File: src/rtl/mod_147_rcv_qualify.sv
// Receive-status qualifier: hysteresis on per-symbol decode results, producing
// loc_rcv_status for the link monitor (qualify on a good run, drop on error density or strobe loss).
module mod_147_rcv_qualify #(
   parameter int GOOD_COUNT  = 64,
   parameter int WINDOW      = 64,
   parameter int BAD_LIMIT   = 8,
   parameter int LOSS_CYCLES = 250
) (
   input  logic       clk,
   input  logic       reset_n,
   input  logic       link_control,
   input  logic       sym_strobe,
   input  logic       sym_valid,
   output logic       loc_rcv_status,
   output logic [1:0] rcv_state,
   output logic [7:0] err_count
);

   typedef enum logic [1:0] {
      RCV_NOT_OK  = 2'b00,
      RCV_QUALIFY = 2'b01,
      RCV_OK      = 2'b10
   } rcv_state_t;

   localparam logic [7:0] GOOD_LIM = 8'(GOOD_COUNT);
   localparam logic [7:0] WIN_LIM  = 8'(WINDOW);
   localparam logic [7:0] BAD_LIM  = 8'(BAD_LIMIT);
   localparam logic [7:0] LOSS_LIM = 8'(LOSS_CYCLES);

   rcv_state_t state_r;
   logic       status_r;
   logic [7:0] good_cnt_r;
   logic [7:0] win_cnt_r;
   logic [7:0] err_cnt_r;
   logic [7:0] loss_cnt_r;

   logic [7:0] good_inc_s;
   logic [7:0] win_inc_s;
   logic [7:0] err_inc_s;
   logic       loss_expire_s;

   // Incremented counter values and loss-timer expiry for the current edge
   always_comb begin
      good_inc_s    = good_cnt_r + 8'd1;
      win_inc_s     = win_cnt_r + 8'd1;
      err_inc_s     = sym_valid ? err_cnt_r : (err_cnt_r + 8'd1);
      // A strobe on the expiry edge counts as activity, so it suppresses the drop.
      loss_expire_s = !sym_strobe && (loss_cnt_r != LOSS_LIM) &&
                      ((loss_cnt_r + 8'd1) == LOSS_LIM);
   end

   // Qualification state machine with its counters and registered outputs
   always_ff @(posedge clk or negedge reset_n) begin
      if (!reset_n) begin
         state_r    <= RCV_NOT_OK;
         status_r   <= 1'b0;
         good_cnt_r <= 8'd0;
         win_cnt_r  <= 8'd0;
         err_cnt_r  <= 8'd0;
         loss_cnt_r <= 8'd0;
      end else if (link_control) begin
         state_r    <= RCV_NOT_OK;
         status_r   <= 1'b0;
         good_cnt_r <= 8'd0;
         win_cnt_r  <= 8'd0;
         err_cnt_r  <= 8'd0;
         loss_cnt_r <= 8'd0;
      end else begin
         if (sym_strobe) begin
            loss_cnt_r <= 8'd0;
         end else if (loss_cnt_r != LOSS_LIM) begin
            loss_cnt_r <= loss_cnt_r + 8'd1;
         end else begin
            loss_cnt_r <= loss_cnt_r;
         end

         if (loss_expire_s && (state_r != RCV_NOT_OK)) begin
            state_r    <= RCV_NOT_OK;
            status_r   <= 1'b0;
            good_cnt_r <= 8'd0;
            win_cnt_r  <= 8'd0;
            err_cnt_r  <= 8'd0;
         end else if (sym_strobe) begin
            case (state_r)
               RCV_NOT_OK: begin
                  if (sym_valid) begin
                     state_r    <= RCV_QUALIFY;
                     good_cnt_r <= 8'd1;
                  end
               end
               RCV_QUALIFY: begin
                  if (!sym_valid) begin
                     state_r    <= RCV_NOT_OK;
                     good_cnt_r <= 8'd0;
                  end else if (good_inc_s == GOOD_LIM) begin
                     state_r    <= RCV_OK;
                     status_r   <= 1'b1;
                     good_cnt_r <= 8'd0;
                     win_cnt_r  <= 8'd0;
                     err_cnt_r  <= 8'd0;
                  end else begin
                     good_cnt_r <= good_inc_s;
                  end
               end
               RCV_OK: begin
                  // Error-limit drop wins over the window clear on the same strobe.
                  if (!sym_valid && (err_inc_s == BAD_LIM)) begin
                     state_r    <= RCV_NOT_OK;
                     status_r   <= 1'b0;
                     good_cnt_r <= 8'd0;
                     win_cnt_r  <= 8'd0;
                     err_cnt_r  <= 8'd0;
                  end else if (win_inc_s == WIN_LIM) begin
                     win_cnt_r <= 8'd0;
                     err_cnt_r <= 8'd0;
                  end else begin
                     win_cnt_r <= win_inc_s;
                     err_cnt_r <= err_inc_s;
                  end
               end
               default: begin
                  state_r    <= RCV_NOT_OK;
                  status_r   <= 1'b0;
                  good_cnt_r <= 8'd0;
                  win_cnt_r  <= 8'd0;
                  err_cnt_r  <= 8'd0;
               end
            endcase
         end
      end
   end

   assign loc_rcv_status = status_r;
   assign rcv_state      = state_r;
   assign err_count      = err_cnt_r;

endmodule

File: config.mk
export PLATFORM = sky130hd
export DESIGN_NAME = mod_147_rcv_qualify
export DESIGN_NICKNAME = d
export VERILOG_FILES = /design/src/rtl/mod_147_rcv_qualify.sv
export SDC_FILE = /design/constraint.sdc
export NUM_CORES = 1
export LEC_CHECK = 0
export ABC_AREA = 0
export BUFFER_PORTS_ARGS = -buffer_cell sky130_fd_sc_hd__buf_2
export CAP_MARGIN = 20
export CORE_ASPECT_RATIO = 1.1
export CORE_MARGIN = 1.5
export CORE_UTILIZATION = 34
export DETAILED_ROUTE_END_ITERATION = 8
export SLEW_MARGIN = 0
export SYNTH_ARGS = -nofsm -noshare
export SYNTH_HDL_FRONTEND = slang
export SYNTH_SLANG_ARGS = --single-unit
File: constraint.sdc
create_clock -name clk -period 2.57 [get_ports clk]
set_input_delay 0 -clock clk [delete_from_list [all_inputs] [get_ports clk]]
set_output_delay 0 -clock clk [all_outputs]
set_load 0.05 [all_outputs]
==> key figures, run 1 <==
STA
  • Worst-Margin Slew: 0.822 ns
  • Setup repair after global routing missed its margin: true
  • Fmax achieved: 401 MHz
  • Relative slew slack: 45.2%
  • Final critical path time including I/O delays and setup: between 2 and 2.5 ns
  • Total count of max-transition violations in the final report: 0
  • Skew final: 0.0102 ns
  • # setup viols final: 0
  • Final-report hold violation count: 0
  • Worst hold-check slack: 0.178 ns
  • Ratio of final minimum period to clock period: roughly 100%
  • Sum of negative setup slack: 0 ns

Global route
  • Global router's overall resource usage: 16.3%
  • Maximum number of pins on one net before global-route repair: 36
  • GR Overflow Total: 0
  • Number of global-route vias before repair: 1904
  • Initial antenna violation count: 0
  • Global-route wire length before repair: approximately 8900 um

Drt
  • Mean routed wirelength per cell: about 14 um
  • DR pass1 iterations: 4
  • Post-detailed-route count of antenna-violating nets: 0
  • Total wire length after detailed routing: between 5000 and 6000 um
  • Detailed-route vias per instance: 5.49
  • Initial DRC count: 138
  • Number of vias after detailed routing: 2005
  • DRC: 0

Pwr
  • Final total power: 1.42 mW
  • Leakage dissipation: approximately 1.1 nW
  • Worst voltage drop across the vdd grid: about 260 uV
  • Power density relative to cell area: 539 mW/mm^2

Clocking
  • H-tree depth reported by CTS: 2
  • CTS tree: done
  • Latest clock arrival within the worst-skew pair: 0.29 ns
  • Post-CTS clock slew at the launch and capture registers of the worst setup and hold paths: roughly 0.07 ns
  • Clk sink count: 35
  • CTS buffer count: 5
  • Clock Tree Root: sky130_fd_sc_hd__clkbuf_8
  • CTS Buffer Depth: 2

Synthesis
  • Largest area contributor in the netlist: sky130_fd_sc_hd__dfrtp_1
  • Register bit count reported by yosys: 35
  • Yosys Warn Count: 0
  • Number of enable-type register cells in the synthesized netlist: 0
  • Area of the mapped netlist: 0.00225 mm^2
  • Leading register cell type out of synthesis: sky130_fd_sc_hd__dfrtp_1
  • Post-synthesis sequential area ratio: between 30 and 40%
  • Top-area cell type share of the netlist area: between 30% and 40%
  • Syn_nets: 270
  • Dominant cells by area after synthesis: sky130_fd_sc_hd__dfrtp_1, sky130_fd_sc_hd__nand3_1, sky130_fd_sc_hd__nor2_1
  • Mean area per synthesized cell: 8.70 um^2
  • Share of async-settable or async-resettable flops after synthesis: 100%
  • Synthesized instance count: 259
  • Post-synth cell types: 55

Layout
  • Post-route non-filler standard cell count: about 370
  • Fraction of final layout cells with drive strength greater than 1: approximately 20%
  • Number of antenna repair diodes: 0
  • Fillcell total: between 600 and 700
  • Post-route standard cell area excluding fillers: 0.00263 mm^2
  • Total area of multi-input combinational cells: 0.00133 mm^2
  • Layout-stage area growth over the synthesis result: 16.6%
  • FF/Latch Area: 880 um^2
  • Final net count: 295

Placed design
  • Sum of net half-perimeters after detailed placement: 3730 um
  • RD Place Congestion: around 0.78
  • Placed cell count: about 350
  • Area after detailed placement: approximately 0.0025 mm^2
  • Port Buf Inserts: 15

Status
  • Run status: completed

Critical path
  • Cell breakdown of the critical path: ha_4 -> nor3b_2 -> a31oi_1 -> or4b_4 -> o311ai_4 -> a21oi_2 -> nor2_4 -> mux2_2
  • Critical path required time: 2.74 ns
  • Cell class contributing the biggest share of worst-path delay: simple AND/OR/NAND/NOR gates
  • Kind of critical path: reg -> reg
  • Max stage delay on crit path: 0.50 ns
  • Arrival time of data at the critical path endpoint: 2.67 ns
  • Buffers & Inverters on Critical Path: 0
  • Slowest cell on the critical path: sky130_fd_sc_hd__or4b_4
  • Crit. End Element: register
  • Setup crit start kind: register
  • Reg2reg setup slack: 0.07 ns
  • Peak fanout along the critical path: 6

Floorplanning
  • Effective utilization at floorplan: 35.7%
  • Y dimension of the die: roughly 90 um
  • Overall die area: 0.00713 mm^2
  • Die X: 80.6 um
  • CORE AREA: about 0.0063 mm^2
  • I/O Pins: 16
  • Placement row count: 30

Run
  • Number of maximum-capacitance violations: 0

Worst hold path
  • Tightest Hold Check Type: in -> reg
[cell usage after synthesis, types with 2 or more instances]
master                      number
sky130_fd_sc_hd__o21ai_0        10
sky130_fd_sc_hd__a21oi_1        13
sky130_fd_sc_hd__nor3_1          9
sky130_fd_sc_hd__a41oi_1         2
sky130_fd_sc_hd__dfrtp_1        35
sky130_fd_sc_hd__inv_1           8
sky130_fd_sc_hd__a21o_1          2
sky130_fd_sc_hd__and2_1          2
sky130_fd_sc_hd__o31ai_1         7
sky130_fd_sc_hd__nor2_1         25
sky130_fd_sc_hd__xor2_1          3
sky130_fd_sc_hd__ha_1            6
sky130_fd_sc_hd__nand4b_1        2
sky130_fd_sc_hd__o41ai_1         2
sky130_fd_sc_hd__or3_1           4
sky130_fd_sc_hd__nor4_1          2
sky130_fd_sc_hd__clkbuf_1        8
sky130_fd_sc_hd__and4b_1         2
sky130_fd_sc_hd__a22o_1          2
sky130_fd_sc_hd__buf_2           3
sky130_fd_sc_hd__and3_1          5
sky130_fd_sc_hd__or2_2           3
sky130_fd_sc_hd__nand2_1        22
sky130_fd_sc_hd__o2bb2ai_1       4
sky130_fd_sc_hd__a32o_1          2
sky130_fd_sc_hd__mux2i_1         2
sky130_fd_sc_hd__a22oi_1         3
sky130_fd_sc_hd__xnor2_1         7
sky130_fd_sc_hd__nand3_1        20
sky130_fd_sc_hd__a31oi_1        11
sky130_fd_sc_hd__nand2b_1        8
sky130_fd_sc_hd__o211ai_1        2
[worst paths after layout]
path | startpoint | to | depth (start not counted)
setup / recovery | err_count[0]$_DFFE_PN0P_ | good_cnt_r[0]$_DFFE_PN0P_ | 8
hold / removal | link_control | rcv_state[0]$_DFFE_PN0P_ | 4
setup reg to reg | err_count[0]$_DFFE_PN0P_ | good_cnt_r[0]$_DFFE_PN0P_ | 8
hold reg to reg | good_cnt_r[7]$_DFFE_PN0P_ | good_cnt_r[7]$_DFFE_PN0P_ | 1
max in group asynchronous | reset_n | err_count[3]$_DFFE_PN0P_ | 2
min in group asynchronous | reset_n | good_cnt_r[4]$_DFFE_PN0P_ | 2
[layout by cell type (no fill, tap or decap), types with 5 or more instances in the layout]
cell,netlist,routed
sky130_fd_sc_hd__xnor2_1,7,7
sky130_fd_sc_hd__o21ai_0,10,10
sky130_fd_sc_hd__a31oi_1,11,11
sky130_fd_sc_hd__nor3_1,9,9
sky130_fd_sc_hd__a21oi_1,13,13
sky130_fd_sc_hd__buf_2,3,15
sky130_fd_sc_hd__o31ai_1,7,7
sky130_fd_sc_hd__buf_4,1,15
sky130_fd_sc_hd__clkbuf_8,0,6
sky130_fd_sc_hd__inv_1,8,8
sky130_fd_sc_hd__and3_1,5,5
sky130_fd_sc_hd__nand2b_1,8,8
sky130_fd_sc_hd__nor2_1,25,24
sky130_fd_sc_hd__dfrtp_1,35,32
sky130_fd_sc_hd__nand3_1,20,20
sky130_fd_sc_hd__nand2_1,22,21
[state kept, by name (all words and copies together), names as in the netlist]
register,count
err_count,8
good_cnt_r,8
loc_rcv_status,1
loss_cnt_r,8
rcv_state,2
win_cnt_r,8
[area by class of cell]
class | count | area share [%]
multi-input cells | 203 | 50.6
flip-flops and latches | 35 | 33.5
repair buffers | 31 | 7.52
well taps | 80 | 3.81
clock buffers | 7 | 3.29
inverters | 8 | 1.14
clock inverters | 1 | 0.190
[layer usage]
metal	vias to the layer above	GRT usage, %	routed length [um]
li1	1005	-	-
met1	963	21.8	2650
met2	32	25.9	2360
met3	5	3.30	150
met4	0	6.74	76
met5	-	0	0
[through the flow]
stage	worst slack, ns	util (%)
floorplan	-0.0254	-
global placement	-0.0811	39.4
detailed placement	-0.0252	39.4
CTS	0.00971	41.1
global route	-0.0537	41.7
finish	0.0748	41.7
[worst min-delay path: stages]
cell and delay (ns):
sky130_fd_sc_hd__buf_2 0.14, sky130_fd_sc_hd__nor2_1 0.11, sky130_fd_sc_hd__nand3b_1 0.09, sky130_fd_sc_hd__o2bb2ai_1 0.07
[kinds of logic (layout without fill, tap and decap cells)]
group | Yosys count | after routing | synth area share (%)
AND/OR/NAND/NOR | 115 | 115 | 27.0
multiplexers | 3 | 3 | 1.39
flip-flops | 35 | 35 | 38.9
AO/OA/AOI/OAI | 69 | 69 | 21.7
adder cells (fa/ha/maj) | 6 | 6 | 3.33
buffers and inverters | 21 | 47 | 3.83
XOR/XNOR | 10 | 10 | 3.89
[power breakdown]
group	switching [mW]	total [mW]	internal [mW]
Clock	0.200	0.416	0.216
Sequential	0.0624	0.647	0.585
Combinational	0.225	0.354	0.129
[repair_timing]
| item | in CTS | in global routing |
|---|---|---|
| hold buffers | 1 | 0 |
| setup buffers | 0 | 3 |
| resized for setup | 1 | 5 |
| hold endpoints to repair | 35 | 0 |
| endpoints found under the setup margin | 1 | 14 |
| pin swaps | 0 | 5 |
No activity file was read; power rests on OpenSTA's default activity.
==> inputs of run 2 (changes only) <==
--- a/config.mk
+++ b/config.mk
@@ -11,8 +11,10 @@
 export CORE_ASPECT_RATIO = 1.1
 export CORE_MARGIN = 1.5
 export CORE_UTILIZATION = 34
+export CTS_BUF_LIST = sky130_fd_sc_hd__clkbuf_8 sky130_fd_sc_hd__clkbuf_16
 export DETAILED_ROUTE_END_ITERATION = 8
 export SLEW_MARGIN = 0
 export SYNTH_ARGS = -nofsm -noshare
 export SYNTH_HDL_FRONTEND = slang
 export SYNTH_SLANG_ARGS = --single-unit
+export TNS_END_PERCENT = 50
==> run 2 against run 1 <==
Net effect: total power is 0.18% lower; global-route usage stayed put; hold slack worse by 0.0026 ns; non-clock buffer count stayed put; core utilization stayed put; clock power hardly changed; final cell count stayed put; die area stayed put; register-to-register slack hardly changed; critical path type unchanged; critical endpoint unchanged.
==> key figures, run 2 (synthesis gave the netlist of run 1 again) <==
Clocking
  • CTS Buffer Depth: 2 (unchanged)
  • Post-CTS clock slew at the launch and capture registers of the worst setup and hold paths: 0.08 ns (was 0.07 ns)
  • CTS buffer count: 5 (unchanged)
  • Clock Tree Root: sky130_fd_sc_hd__clkbuf_8 (unchanged)
  • CTS tree: done (unchanged)
  • H-tree depth reported by CTS: 2 (unchanged)
  • Latest clock arrival within the worst-skew pair: 0.29 ns (about the same)
  • Clk sink count: 35 (unchanged)

Critical path
  • Worst flop-to-flop path startpoint: err_count[0]$_DFFE_PN0P_ (unchanged)
  • Kind of critical path: reg -> reg (unchanged)
  • Number of cell instances on the worst register-to-register path: 8 (unchanged)
  • Endpoint of the worst register-to-register path: good_cnt_r[0]$_DFFE_PN0P_ (unchanged)
  • Setup crit start kind: register (unchanged)
  • Arrival time of data at the critical path endpoint: 2.66 ns (was 2.67 ns)
  • Crit. End Element: register (unchanged)
  • Critical path required time: 2.74 ns (about the same)
  • Peak fanout along the critical path: 6 (unchanged)
  • Reg2reg setup slack: 0.08 ns (was 0.07 ns)

STA
  • Worst hold-check slack: 0.176 ns (was 0.178 ns)
  • # setup viols final: 0 (unchanged)
  • Final-report hold violation count: 0 (unchanged)
  • Worst-Margin Slew: 0.812 ns (was 0.822 ns)
  • Final critical path time including I/O delays and setup: 2.49 ns (was 2.50 ns)
  • Setup repair after global routing missed its margin: true (unchanged)
  • Ratio of final minimum period to clock period: 96.9% (was 97.1%)
  • Relative slew slack: 45.9% (was 45.2%)
  • Fmax achieved: 402 MHz (was 401 MHz)
  • Sum of negative setup slack: 0 ns (unchanged)
  • Skew final: 0.0111 ns (was 0.0102 ns)
  • Total count of max-transition violations in the final report: 0 (unchanged)

Drt
  • Post-detailed-route count of antenna-violating nets: 0 (unchanged)
  • DR pass1 iterations: 4 (unchanged)
  • Mean routed wirelength per cell: 14.4 um (was 14.3 um)
  • Detailed-route vias per instance: 5.50 (was 5.49)
  • Initial DRC count: 135 (was 138)
  • Total wire length after detailed routing: 5240 um (about the same)
  • DRC: 0 (unchanged)
  • Number of vias after detailed routing: 2006 (was 2005)

Worst hold path
  • Tightest Hold Check Type: in -> reg (unchanged)
  • Hold EP: rcv_state[0]$_DFFE_PN0P_ (unchanged)
  • Start point of the worst hold path: link_control (unchanged)
  • Hold Path Stages: 4 (unchanged)

Status
  • Run status: completed (unchanged)

Pwr
  • Worst voltage drop across the vdd grid: 256 uV (about the same)
  • Leakage dissipation: 1.13 nW (was 1.12 nW)
  • Power density relative to cell area: 538 mW/mm^2 (was 539 mW/mm^2)
  • Final total power: 1.41 mW (was 1.42 mW)

Floorplanning
  • Overall die area: 0.00713 mm^2 (unchanged)
  • Placement row count: 30 (unchanged)
  • Effective utilization at floorplan: 35.7% (unchanged)
  • I/O Pins: 16 (unchanged)
  • Die X: 80.6 um (unchanged)
  • CORE AREA: 0.00631 mm^2 (unchanged)
  • Y dimension of the die: 88.4 um (unchanged)

Layout
  • Number of antenna repair diodes: 0 (unchanged)
  • Final net count: 295 (unchanged)
  • Fraction of final layout cells with drive strength greater than 1: 20.0% (unchanged)
  • Commonest non-fill, non-tap cells in the layout: sky130_fd_sc_hd__dfrtp_1, sky130_fd_sc_hd__nor2_1, sky130_fd_sc_hd__nand2_1 (unchanged)
  • Final cell utilization of the core: 41.7% (unchanged)
  • Leading cell type in the layout, fill and taps excluded: sky130_fd_sc_hd__dfrtp_1 (unchanged)
  • Layout-stage area growth over the synthesis result: 16.6% (unchanged)

Placed design
  • RD Place Congestion: 0.777 (unchanged)
  • Sum of net half-perimeters after detailed placement: 3730 um (unchanged)
  • Port Buf Inserts: 15 (unchanged)

Global route
  • Number of global-route vias before repair: 1904 (unchanged)
  • Initial antenna violation count: 0 (unchanged)
  • GR Overflow Total: 0 (unchanged)
  • Global router's overall resource usage: 16.3% (unchanged)
  • Maximum number of pins on one net before global-route repair: 36 (unchanged)
  • Global-route wire length before repair: 8940 um (unchanged)

Run
  • Number of maximum-capacitance violations: 0 (unchanged)
## run 2: changes by cell type in the layout (fill, tap and decap cells not counted)
cell,before,now
sky130_fd_sc_hd__clkbuf_1,1,0
sky130_fd_sc_hd__inv_1,8,9
## run 2: worst max path at each step
stage	slack, ns	cells after the start	endpoint	start
final	0.08	8	good_cnt_r[0]$_DFFE_PN0P_	err_count[0]$_DFFE_PN0P_
after global routing	-0.05	8	good_cnt_r[0]$_DFFE_PN0P_	err_count[0]$_DFFE_PN0P_
after CTS	0.008	7	win_cnt_r[5]$_DFFE_PN0P_	err_count[2]$_DFFE_PN0P_
after detailed placement	-0.03	7	win_cnt_r[5]$_DFFE_PN0P_	err_count[2]$_DFFE_PN0P_
after global placement	-0.08	7	win_cnt_r[5]$_DFFE_PN0P_	err_count[2]$_DFFE_PN0P_
after floorplan	-0.03	8	good_cnt_r[0]$_DFFE_PN0P_	err_count[0]$_DFFE_PN0P_
## run 2: layout make-up
type | instances | area [um^2]
flip-flops and latches | 35 | 880
inverters | 8 | 30.0
clock buffers | 6 | 82.6
multi-input cells | 203 | 1330
fillers | 632 | 3680
clock inverters | 2 | 8.76
well taps | 80 | 100
repair buffers | 31 | 198
## run 2: where the power goes
group	switching [mW]	internal, mW	total [mW]
Sequential	0.0626	0.585	0.647
Clock	0.201	0.212	0.413
Combinational	0.225	0.129	0.353
## run 2: what timing repair did
| action | in CTS | in global routing |
|---|---|---|
| resized for setup | 1 | 5 |
| cloned | 0 | 0 |
| setup buffers | 0 | 3 |
| endpoints found under the setup margin | 1 | 14 |
| hold buffers | 1 | 0 |
| pin swaps | 0 | 5 |
| endpoints found under the hold margin | 35 | 0 |
## run 2: metal layers
metal / track usage, % / wire [um] / up-vias
met5: 0 / 0 / -
met4: 6.74 / 76 / 0
met3: 3.30 / 201 / 5
met2: 25.9 / 2370 / 41
met1: 21.8 / 2590 / 952
li1: - / - / 1008
## run 2: critical path: stages (launching register included)
cell                       delay [ns]
sky130_fd_sc_hd__dfrtp_2         0.45
sky130_fd_sc_hd__ha_4            0.18
sky130_fd_sc_hd__nor3b_2         0.14
sky130_fd_sc_hd__a31oi_1         0.05
sky130_fd_sc_hd__or4b_4          0.50
sky130_fd_sc_hd__o311ai_4        0.45
sky130_fd_sc_hd__a21oi_2         0.16
sky130_fd_sc_hd__nor2_4          0.11
sky130_fd_sc_hd__mux2_2          0.33
## run 2: per-stage QoR
| stage | setup slack [ns] | instances | instance area, um^2 |
|---|---|---|---|
| 2_1_floorplan | -0.0254 | 259 | 2280 |
| 3_3_place_gp | -0.0811 | 353 | 2480 |
| 3_5_place_dp | -0.0252 | 353 | 2480 |
| 4_1_cts | 0.00819 | 362 | 2590 |
| 5_1_grt | -0.0542 | 365 | 2630 |
| 6_report | 0.0808 | 365 | 2630 |
